**src/rtl/load_store_unit.sv**
```systemverilog
// RV32I load/store unit: one op in flight, single memory request port with
// grant/rvalid handshakes, and a registered writeback/fault pulse interface.
module load_store_unit (
  input  logic        clk,
  input  logic        rst_n,
  input  logic        valid_i,
  output logic        ready_o,
  input  logic [31:0] alu_result_i,
  input  logic [31:0] store_data_i,
  input  logic        is_load_i,
  input  logic        is_store_i,
  input  logic [2:0]  funct3_i,
  input  logic [4:0]  rd_i,
  output logic        mem_req_o,
  output logic        mem_we_o,
  output logic [31:0] mem_addr_o,
  output logic [3:0]  mem_be_o,
  output logic [31:0] mem_wdata_o,
  input  logic        mem_gnt_i,
  input  logic        mem_rvalid_i,
  input  logic [31:0] mem_rdata_i,
  output logic        wb_valid_o,
  output logic        wb_we_o,
  output logic [4:0]  wb_rd_o,
  output logic [31:0] wb_data_o,
  output logic        fault_o
);

  localparam logic [1:0] IDLE   = 2'd0;
  localparam logic [1:0] REQ    = 2'd1;
  localparam logic [1:0] WAIT_R = 2'd2;

  logic [1:0]  state_r;
  logic [2:0]  funct3_r;
  logic [4:0]  rd_r;
  logic [1:0]  off_r;
  logic        is_load_r;
  logic        mem_req_r, mem_we_r, wb_valid_r, wb_we_r, fault_r;
  logic [31:0] mem_addr_r, mem_wdata_r, wb_data_r;
  logic [3:0]  mem_be_r;
  logic [4:0]  wb_rd_r;

  logic        is_mem_s, illegal_s, misaligned_s, fault_s;
  logic [3:0]  be_s;
  logic [31:0] wdata_s, load_data_s;

  // Lane select and sign/zero extension of returned read data.
  function automatic logic [31:0] extract(input logic [31:0] rdata,
                                          input logic [1:0]  off,
                                          input logic [2:0]  f3);
    logic [31:0] sel;
    sel = rdata >> {off, 3'b000};
    case (f3)
      3'b000:  extract = {{24{sel[7]}}, sel[7:0]};
      3'b001:  extract = {{16{sel[15]}}, sel[15:0]};
      3'b100:  extract = {24'd0, sel[7:0]};
      3'b101:  extract = {16'd0, sel[15:0]};
      default: extract = rdata;
    endcase
  endfunction

  // Decode legality, alignment, byte enables and store lane replication.
  always_comb begin
    is_mem_s = is_load_i | is_store_i;
    if (is_load_i && is_store_i) begin
      illegal_s = 1'b1;
    end else if (is_load_i) begin
      illegal_s = (funct3_i[1:0] == 2'b11) | (funct3_i[2] & funct3_i[1]);
    end else if (is_store_i) begin
      illegal_s = funct3_i[2] | (funct3_i[1:0] == 2'b11);
    end else begin
      illegal_s = 1'b0;
    end
    case (funct3_i[1:0])
      2'b00: begin
        misaligned_s = 1'b0;
        be_s         = 4'b0001 << alu_result_i[1:0];
        wdata_s      = {4{store_data_i[7:0]}};
      end
      2'b01: begin
        misaligned_s = alu_result_i[0];
        be_s         = 4'b0011 << alu_result_i[1:0];
        wdata_s      = {2{store_data_i[15:0]}};
      end
      2'b10: begin
        misaligned_s = (alu_result_i[1:0] != 2'b00);
        be_s         = 4'b1111;
        wdata_s      = store_data_i;
      end
      default: begin
        misaligned_s = 1'b0;
        be_s         = 4'b0000;
        wdata_s      = 32'd0;
      end
    endcase
    fault_s     = illegal_s | misaligned_s;
    load_data_s = extract(mem_rdata_i, off_r, funct3_r);
  end

  // Control FSM plus all registered memory and writeback outputs.
  always_ff @(posedge clk or negedge rst_n) begin
    if (!rst_n) begin
      state_r     <= IDLE;
      funct3_r    <= 3'd0;
      rd_r        <= 5'd0;
      off_r       <= 2'd0;
      is_load_r   <= 1'b0;
      mem_req_r   <= 1'b0;
      mem_we_r    <= 1'b0;
      mem_addr_r  <= 32'd0;
      mem_be_r    <= 4'd0;
      mem_wdata_r <= 32'd0;
      wb_valid_r  <= 1'b0;
      wb_we_r     <= 1'b0;
      wb_rd_r     <= 5'd0;
      wb_data_r   <= 32'd0;
      fault_r     <= 1'b0;
    end else begin
      wb_valid_r <= 1'b0;
      wb_we_r    <= 1'b0;
      fault_r    <= 1'b0;
      case (state_r)
        IDLE: begin
          if (valid_i && !is_mem_s) begin
            wb_valid_r <= 1'b1;
            wb_we_r    <= (rd_i != 5'd0);
            wb_data_r  <= alu_result_i;
            wb_rd_r    <= rd_i;
          end else if (valid_i && fault_s) begin
            fault_r <= 1'b1;
          end else if (valid_i) begin
            state_r     <= REQ;
            mem_req_r   <= 1'b1;
            mem_we_r    <= is_store_i;
            mem_addr_r  <= {alu_result_i[31:2], 2'b00};
            mem_be_r    <= be_s;
            mem_wdata_r <= is_store_i ? wdata_s : 32'd0;
            funct3_r    <= funct3_i;
            rd_r        <= rd_i;
            off_r       <= alu_result_i[1:0];
            is_load_r   <= is_load_i;
          end
        end
        REQ: begin
          if (mem_gnt_i) begin
            mem_req_r <= 1'b0;
            mem_we_r  <= 1'b0;
            if (is_load_r) begin
              state_r <= WAIT_R;
            end else begin
              state_r    <= IDLE;
              wb_valid_r <= 1'b1;
            end
          end
        end
        WAIT_R: begin
          if (mem_rvalid_i) begin
            state_r    <= IDLE;
            wb_valid_r <= 1'b1;
            wb_we_r    <= (rd_r != 5'd0);
            wb_rd_r    <= rd_r;
            wb_data_r  <= load_data_s;
          end
        end
        default: state_r <= IDLE;
      endcase
    end
  end

  assign ready_o     = (state_r == IDLE);
  assign mem_req_o   = mem_req_r;
  assign mem_we_o    = mem_we_r;
  assign mem_addr_o  = mem_addr_r;
  assign mem_be_o    = mem_be_r;
  assign mem_wdata_o = mem_wdata_r;
  assign wb_valid_o  = wb_valid_r;
  assign wb_we_o     = wb_we_r;
  assign wb_rd_o     = wb_rd_r;
  assign wb_data_o   = wb_data_r;
  assign fault_o     = fault_r;

endmodule
```
**config.mk**
```make
export PLATFORM = sky130hd
export DESIGN_NAME = load_store_unit
export DESIGN_NICKNAME = d
export VERILOG_FILES = /design/src/rtl/load_store_unit.sv
export SDC_FILE = /design/constraint.sdc
export NUM_CORES = 1
export LEC_CHECK = 0
export ABC_AREA = 1
export CORE_UTILIZATION = 46
export CTS_CLUSTER_SIZE = 14
export DETAILED_ROUTE_END_ITERATION = 10
export GPL_TIMING_DRIVEN = 0
export PLACE_DENSITY = 0.81
export SETUP_SLACK_MARGIN = 0.3
export SYNTH_ARGS = -nofsm -noshare
export SYNTH_HDL_FRONTEND = slang
export SYNTH_SLANG_ARGS = --single-unit
```
**constraint.sdc**
```tcl
create_clock -name clk -period 1.6 [get_ports clk]
set_input_delay 0.32 -clock clk [delete_from_list [all_inputs] [get_ports clk]]
set_output_delay 0.32 -clock clk [all_outputs]
set_load 0.02 [all_outputs]
```
==> flow_summary.json, run 1 <==
{
  "async_reset_ff_share_pct": 100,
  "ys_warn_count": 0,
  "layout-drive-gt1-share_pct": 39.7,
  "grt_pass1_wl_um": 37100,
  "worst_ep_arrival_time_ns": 1.92,
  "finalHoldViolCount": 0,
  "max_freq_mhz": 620,
  "io_pins": 222,
  "cts_tree": "done",
  "criticalPathCategory": "flip-flop to flip-flop",
  "fin_skew_ns": 0.00613,
  "wire_per_inst_um": 20.0,
  "routed_wl_um": 28000,
  "clock-sinks": 121,
  "netlist_area_um2": 6410,
  "grt_max_degree": 73,
  "start_util_pct": 47.8,
  "final_cells": 1399,
  "fillers": 722,
  "cp_cell_sequence": "nor2_4 > nand2_2 > inv_2 > nand2_4 > inv_8 > nand2_8 > buf_12 > buf_8 > nand2_1 > nand2_1",
  "yosysSeqAreaShare_pct": 47.2,
  "critPathTopFamily": "simple AND/OR/NAND/NOR gates",
  "max_slew_margin_pct": 62.2,
  "drtIter0Drc": 714,
  "endpoint_kind": "flip-flop",
  "via_per_inst": 5.68,
  "crit_slowest_cell": "dfrtp_2",
  "ys_seq_elements": 121,
  "seqCellArea_um2": 3030,
  "drc": 0,
  "p_leak_nw": 5.59,
  "fin_ws_ns": -0.0129,
  "syn2layout_area_growth_pct": 80.0,
  "critical_path.max_fanout": 10,
  "cts_root_buffer": "clkbuf_16",
  "setup_viol": 9,
  "power_density_nw_per_um2": 1730,
  "grt-ovfl-total": 0,
  "multi_input_area_um2": 3590,
  "worstSkewPairLatency_ns": 0.43,
  "max_stage_delay_ns": 0.43,
  "synth.largest_area_cell": "dfrtp_1",
  "hpwl_um": 16200,
  "violations": "setup timing",
  "maxCapViolations": 0,
  "dr.pass1.iters": 6,
  "worstHoldPathType": "input pin to flip-flop",
  "synth.area.top_cells": "dfrtp_1 47%, nand2_1 19%, nand3_1 5.3%",
  "ir_drop_mv": 0.901,
  "drv_slew": 0,
  "clockBufferDepth": 2,
  "syn_avg_cell_area_um2": 7.37,
  "die_area_um2": 14400,
  "diodes": 0,
  "fin_crit_ns": 1.61,
  "cts_buffers": 17,
  "grt_pass1_vias": 7140,
  "synth_flop_cell": "dfrtp_1",
  "tightestPinTransition_ns": 0.567,
  "yosysMostFrequentCell": "nand2_1",
  "synth.distinct_cells": 38,
  "die_y_um": 120,
  "finish.instance_area_um2": 11500,
  "path_common_cell": "nand2_1",
  "antenna_found_initial": 0,
  "status": "complete, but fails checks",
  "synthTopCellsByCount": "319 x nand2_1, 121 x dfrtp_1, 68 x nand3_1, 66 x inv_1, 57 x a21oi_1",
  "vias": 7945,
  "rows": 42,
  "core_um2": 13400,
  "fin_crit_sh_pct": 101,
  "netlist.area_leader.share_pct": 47.2,
  "synth_cells": 869,
  "grt.total_usage_pct": 33.7,
  "post_dp_cell_area_um2": 8990,
  "antenna_left": 0,
  "cp-start-kind": "flip-flop",
  "cp.required_ns": 1.91,
  "layout.nets": 1327,
  "synth_edf_count": 0,
  "io_buffers": 219,
  "htree_num_levels": 4,
  "rsz0062_at_grt": "true",
  "cts.reportedPaths.clkPinSlew_ns": 0.06,
  "die_x_um": 120,
  "dp_cells": 1266,
  "path_buf_inv": 4,
  "place_congestion": 0.927
}
tightest hold or removal path, delay by kind of cell:
kind | cells | cell delay [ns]
AO/OA/AOI/OAI | 1 | 0.08
buffers and inverters | 2 | 0.18
path summary, 6_finish.rpt:
kind / end / slack (ns) / cells after the start / startpoint
hold reg to reg: mem_addr_o[3] / 0.48 / 2 / mem_addr_o[3]
max in group asynchronous: state_r[1] / 0.44 / 3 / rst_n
min in group asynchronous: wb_data_o[21] / 0.41 / 2 / rst_n
hold / removal: funct3_r[0] / 0.19 / 3 / funct3_i[0]
setup / recovery: mem_addr_o[2] / -0.01 / 10 / state_r[1]
setup reg to reg: mem_addr_o[2] / -0.01 / 10 / state_r[1]
power breakdown:
group          leakage [nW]  switching (mW)  total [mW]  internal, mW
Combinational          3.78            5.84        10.8          4.96
Sequential             1.52           0.907        5.17          4.26
Clock                 0.290            1.43        3.94          2.51
cell type report:
type                            instances  share of cell area (%)
Multi-Input combinational cell        623                    31.1
Clock inverter                          9                    1.06
Tap cell                              176                    1.91
Sequential cell                       121                    26.3
Inverter                               74                    2.93
Clock buffer                           22                    4.02
Buffer                                 53                    5.65
Timing Repair Buffer                  321                    27.0
per-stage QoR:
stage	hold WS [ns]	util [%]	setup slack [ns]	power [mW]	TNS, ns
global route	0.201	86.1	-0.0664	20.8	-2.01
finish	0.195	86.1	-0.0129	19.9	-0.0412
global placement	0.456	66.9	-4.49	12.7	-632.90
floorplan	0.0244	-	0.0212	9.27	0
CTS	0.169	73.2	0.0549	16.4	0
detailed placement	0.287	67.1	-1.08	12.8	-94.40
per-layer routing:
layer  vias to the layer above  global-route usage, %  wire (um)  share of wire, %
met5                         -                      0          0                 0
met4                         0                   13.4       1640               5.9
met3                       149                   7.79       2790               9.9
met2                       564                   55.8      13400                48
met1                      3739                   42.5      10100                36
li1                       3493                      -          -                 -
state kept, by name, indices dropped and copies added (netlist names):
name and count:
wb_rd_o 5, state_r 2, mem_be_o 4, off_r 2, mem_wdata_o 32, mem_addr_o 30, mem_we_o 1, is_load_r 1
wb_data_o 32, funct3_r 3, wb_we_o 1, rd_r 5, fault_o 1, mem_req_o 1, wb_valid_o 1
logic make-up after synthesis:
| logic type | after synthesis | synth area share (%) |
|---|---|---|
| AO/OA/AOI/OAI | 169 | 14.4 |
| other | 1 | 0.0585 |
| flip-flops | 121 | 47.2 |
| adder cells (fa/ha/maj) | 5 | 0.976 |
| buffers and inverters | 127 | 8.94 |
| AND/OR/NAND/NOR | 446 | 28.3 |
cell usage in the layout, fill, tap and decap left out, types with 13 or more instances in the layout:
master / instances
nand2_1: 258
dfrtp_1: 119
clkdlybuf4s50_1: 101
buf_4: 100
buf_6: 78
nand3_1: 61
inv_1: 60
nand2_2: 52
o21ai_1: 37
a21oi_2: 36
o21ai_2: 30
nor2_1: 26
clkbuf_2: 25
clkbuf_16: 25
a21oi_1: 22
o21ai_0: 20
buf_12: 14
buf_2: 14
buf_8: 13
what timing repair did:
action                                 CTS  global route
cloned                                   7             9
buffers inserted                        20            65
pin swaps                               11            34
resized for setup                      490           429
endpoints found under the hold margin   49             0
hold buffers                             1             0
setup endpoints to repair              228           217
Power figures use the tool's default switching activity.
==> inputs of run 2 (changes only) <==
--- a/config.mk
+++ b/config.mk
@@ -6,11 +6,14 @@
 export NUM_CORES = 1
 export LEC_CHECK = 0
 export ABC_AREA = 1
+export CAP_MARGIN = 15
 export CORE_UTILIZATION = 46
 export CTS_CLUSTER_SIZE = 14
 export DETAILED_ROUTE_END_ITERATION = 10
 export GPL_TIMING_DRIVEN = 0
+export MAX_ROUTING_LAYER = met4
 export PLACE_DENSITY = 0.81
+export REMOVE_ABC_BUFFERS = 1
 export SETUP_SLACK_MARGIN = 0.3
 export SYNTH_ARGS = -nofsm -noshare
 export SYNTH_HDL_FRONTEND = slang
==> flow_summary.json, run 2 (synthesized netlist as in run 1, its figures left out) <==
{
  "post_dp_cell_area_um2": 8610,
  "antenna_found_initial": 0,
  "power_switching_mw": 9.68,
  "violations": "setup timing",
  "cts_root_buffer": "clkbuf_16",
  "drv_slew": 0,
  "wire_per_inst_um": 26.1,
  "routed_wl_um": 36500,
  "cp-start-kind": "input pin",
  "tightestPinTransition_ns": 0.712,
  "drc": 0,
  "rows": 42,
  "postLayoutCoreUtil_pct": 90.9,
  "worst_ep_arrival_time_ns": 2.27,
  "place_congestion": 0.901,
  "max_freq_mhz": 522,
  "cp.required_ns": 1.95,
  "r2r_slack_ns": -0.28,
  "ir_drop_mv": 0.928,
  "io_pins": 222,
  "hpwl_um": 13100,
  "cts_buffers": 17,
  "via_per_inst": 6.49,
  "crit_slowest_cell": "o21ai_0",
  "fin_skew_ns": 0.0122,
  "grt_pass1_wl_um": 40400,
  "power_density_nw_per_um2": 1770,
  "rsz0062_at_grt": "true",
  "grt_pass1_vias": 7573,
  "antenna_left": 0,
  "htree_num_levels": 4,
  "endpoint_kind": "flip-flop",
  "layout.nets": 1325,
  "seqCellArea_um2": 3040,
  "maxCapViolations": 0,
  "worstHoldPathType": "input pin to flip-flop",
  "fillers": 473,
  "worstSkewPairLatency_ns": 0.43,
  "intPower_mw": 11.9,
  "grt.total_usage_pct": 38.2,
  "cts_tree": "done",
  "diodes": 0,
  "fin_ws_ns": -0.314,
  "final_common_cell": "nand2_1",
  "dr.pass1.iters": 6,
  "setup_viol": 35,
  "grt-ovfl-total": 0,
  "syn2layout_area_growth_pct": 90.1,
  "die_x_um": 120,
  "core_um2": 13400,
  "critPathTopFamily": "compound AO/OA/AOI/OAI gates",
  "p_leak_nw": 5.79,
  "io_buffers": 219,
  "max_slew_margin_pct": 52.1,
  "finalHoldViolCount": 0,
  "clockBufferDepth": 2,
  "clock-sinks": 121,
  "path_buf_inv": 5,
  "cp_cell_sequence": "buf_6 > inv_8 > ha_4 > buf_4 > inv_1 > o21ai_0 > inv_1 > o21ai_0 > nand2_1 > o21ai_2",
  "grt_max_degree": 76,
  "p_seq_share_pct": 25.3,
  "start_util_pct": 47.8,
  "multi_input_area_um2": 4160,
  "layout-drive-gt1-share_pct": 43.1,
  "die_area_um2": 14400,
  "status": "complete, but fails checks",
  "p_sw_share_pct": 44.9,
  "max_stage_delay_ns": 0.33,
  "clkPwrFrac_pct": 17.9,
  "drtIter0Drc": 1721,
  "criticalPathCategory": "input pin to flip-flop",
  "fin_crit_ns": 1.91,
  "cts.reportedPaths.clkPinSlew_ns": 0.06,
  "comb_power_share_pct": 56.8,
  "die_y_um": 120,
  "critical_path.max_fanout": 11,
  "fin_crit_sh_pct": 120,
  "vias": 9063,
  "final_cell_mix": "231 x nand2_1, 116 x dfrtp_1, 101 x clkdlybuf4s50_1",
  "finish.instance_area_um2": 12200
}
==> run 2: through the flow <==
| stage | hold slack, ns | power (mW) | TNS, ns | cells | setup slack, ns |
|---|---|---|---|---|---|
| 5_1_grt | 0.191 | 22.1 | -5.42 | 1397 | -0.348 |
| 4_1_cts | 0.235 | 17.2 | 0 | 1320 | 0.0728 |
| 2_1_floorplan | 0.0244 | 8.82 | -86.93 | 817 | -0.922 |
| 3_3_place_gp | 0.453 | 12.1 | -783.97 | 1212 | -4.56 |
| 3_5_place_dp | 0.285 | 12.3 | -207.28 | 1215 | -2.02 |
| 6_report | 0.187 | 21.6 | -3.72 | 1397 | -0.314 |
==> run 2: timing repair <==
item | CTS | global route
hold buffers | 1 | 0
setup buffers | 51 | 62
endpoints found under the hold margin | 46 | 0
pin swaps | 20 | 59
cloned | 22 | 15
endpoints found under the setup margin | 230 | 230
resized for setup | 262 | 661
==> run 2: worst paths after layout <==
path                                start              to  cells after the start
min reg2reg                mem_wdata_o[6]  mem_wdata_o[6]                      2
max reg2reg                      off_r[0]   wb_data_o[10]                      8
min in group asynchronous           rst_n  mem_addr_o[25]                      2
min                           funct3_i[0]     funct3_r[0]                      3
max                           funct3_i[1]  mem_wdata_o[9]                     10
max in group asynchronous           rst_n        off_r[1]                      3
==> run 2: final cells by class <==
class                           count  share of cell area [%]
Clock buffer                       23                    3.92
Clock inverter                      8                   0.781
Inverter                           74                    3.10
Multi-Input combinational cell    637                    34.2
Sequential cell                   121                    25.0
Tap cell                          176                    1.81
Timing Repair Buffer              353                    30.7
Timing Repair inverter              5                   0.534
==> run 2: routing by layer <==
| layer | track usage [%] | share of wire, % |
|---|---|---|
| met1 | 45.8 | 32 |
| met2 | 58.9 | 44 |
| met3 | 11.1 | 14 |
| met4 | 18.4 | 9.4 |
| met5 | - | 0 |
==> run 2: tightest hold or removal path: stages <==
cell	delay (ns)
buf_6	0.12
inv_6	0.08
o21ai_2	0.06
==> run 2: power groups by stage <==
stage | combinational (mW) | clock [mW] | sequential [mW]
2_1_floorplan | 2.46 | 0 | 6.37
3_3_place_gp | 7.00 | 0 | 5.14
3_5_place_dp | 7.14 | 0 | 5.16
4_1_cts | 8.36 | 3.77 | 5.04
5_1_grt | 12.6 | 3.99 | 5.54
6_report | 12.2 | 3.87 | 5.45
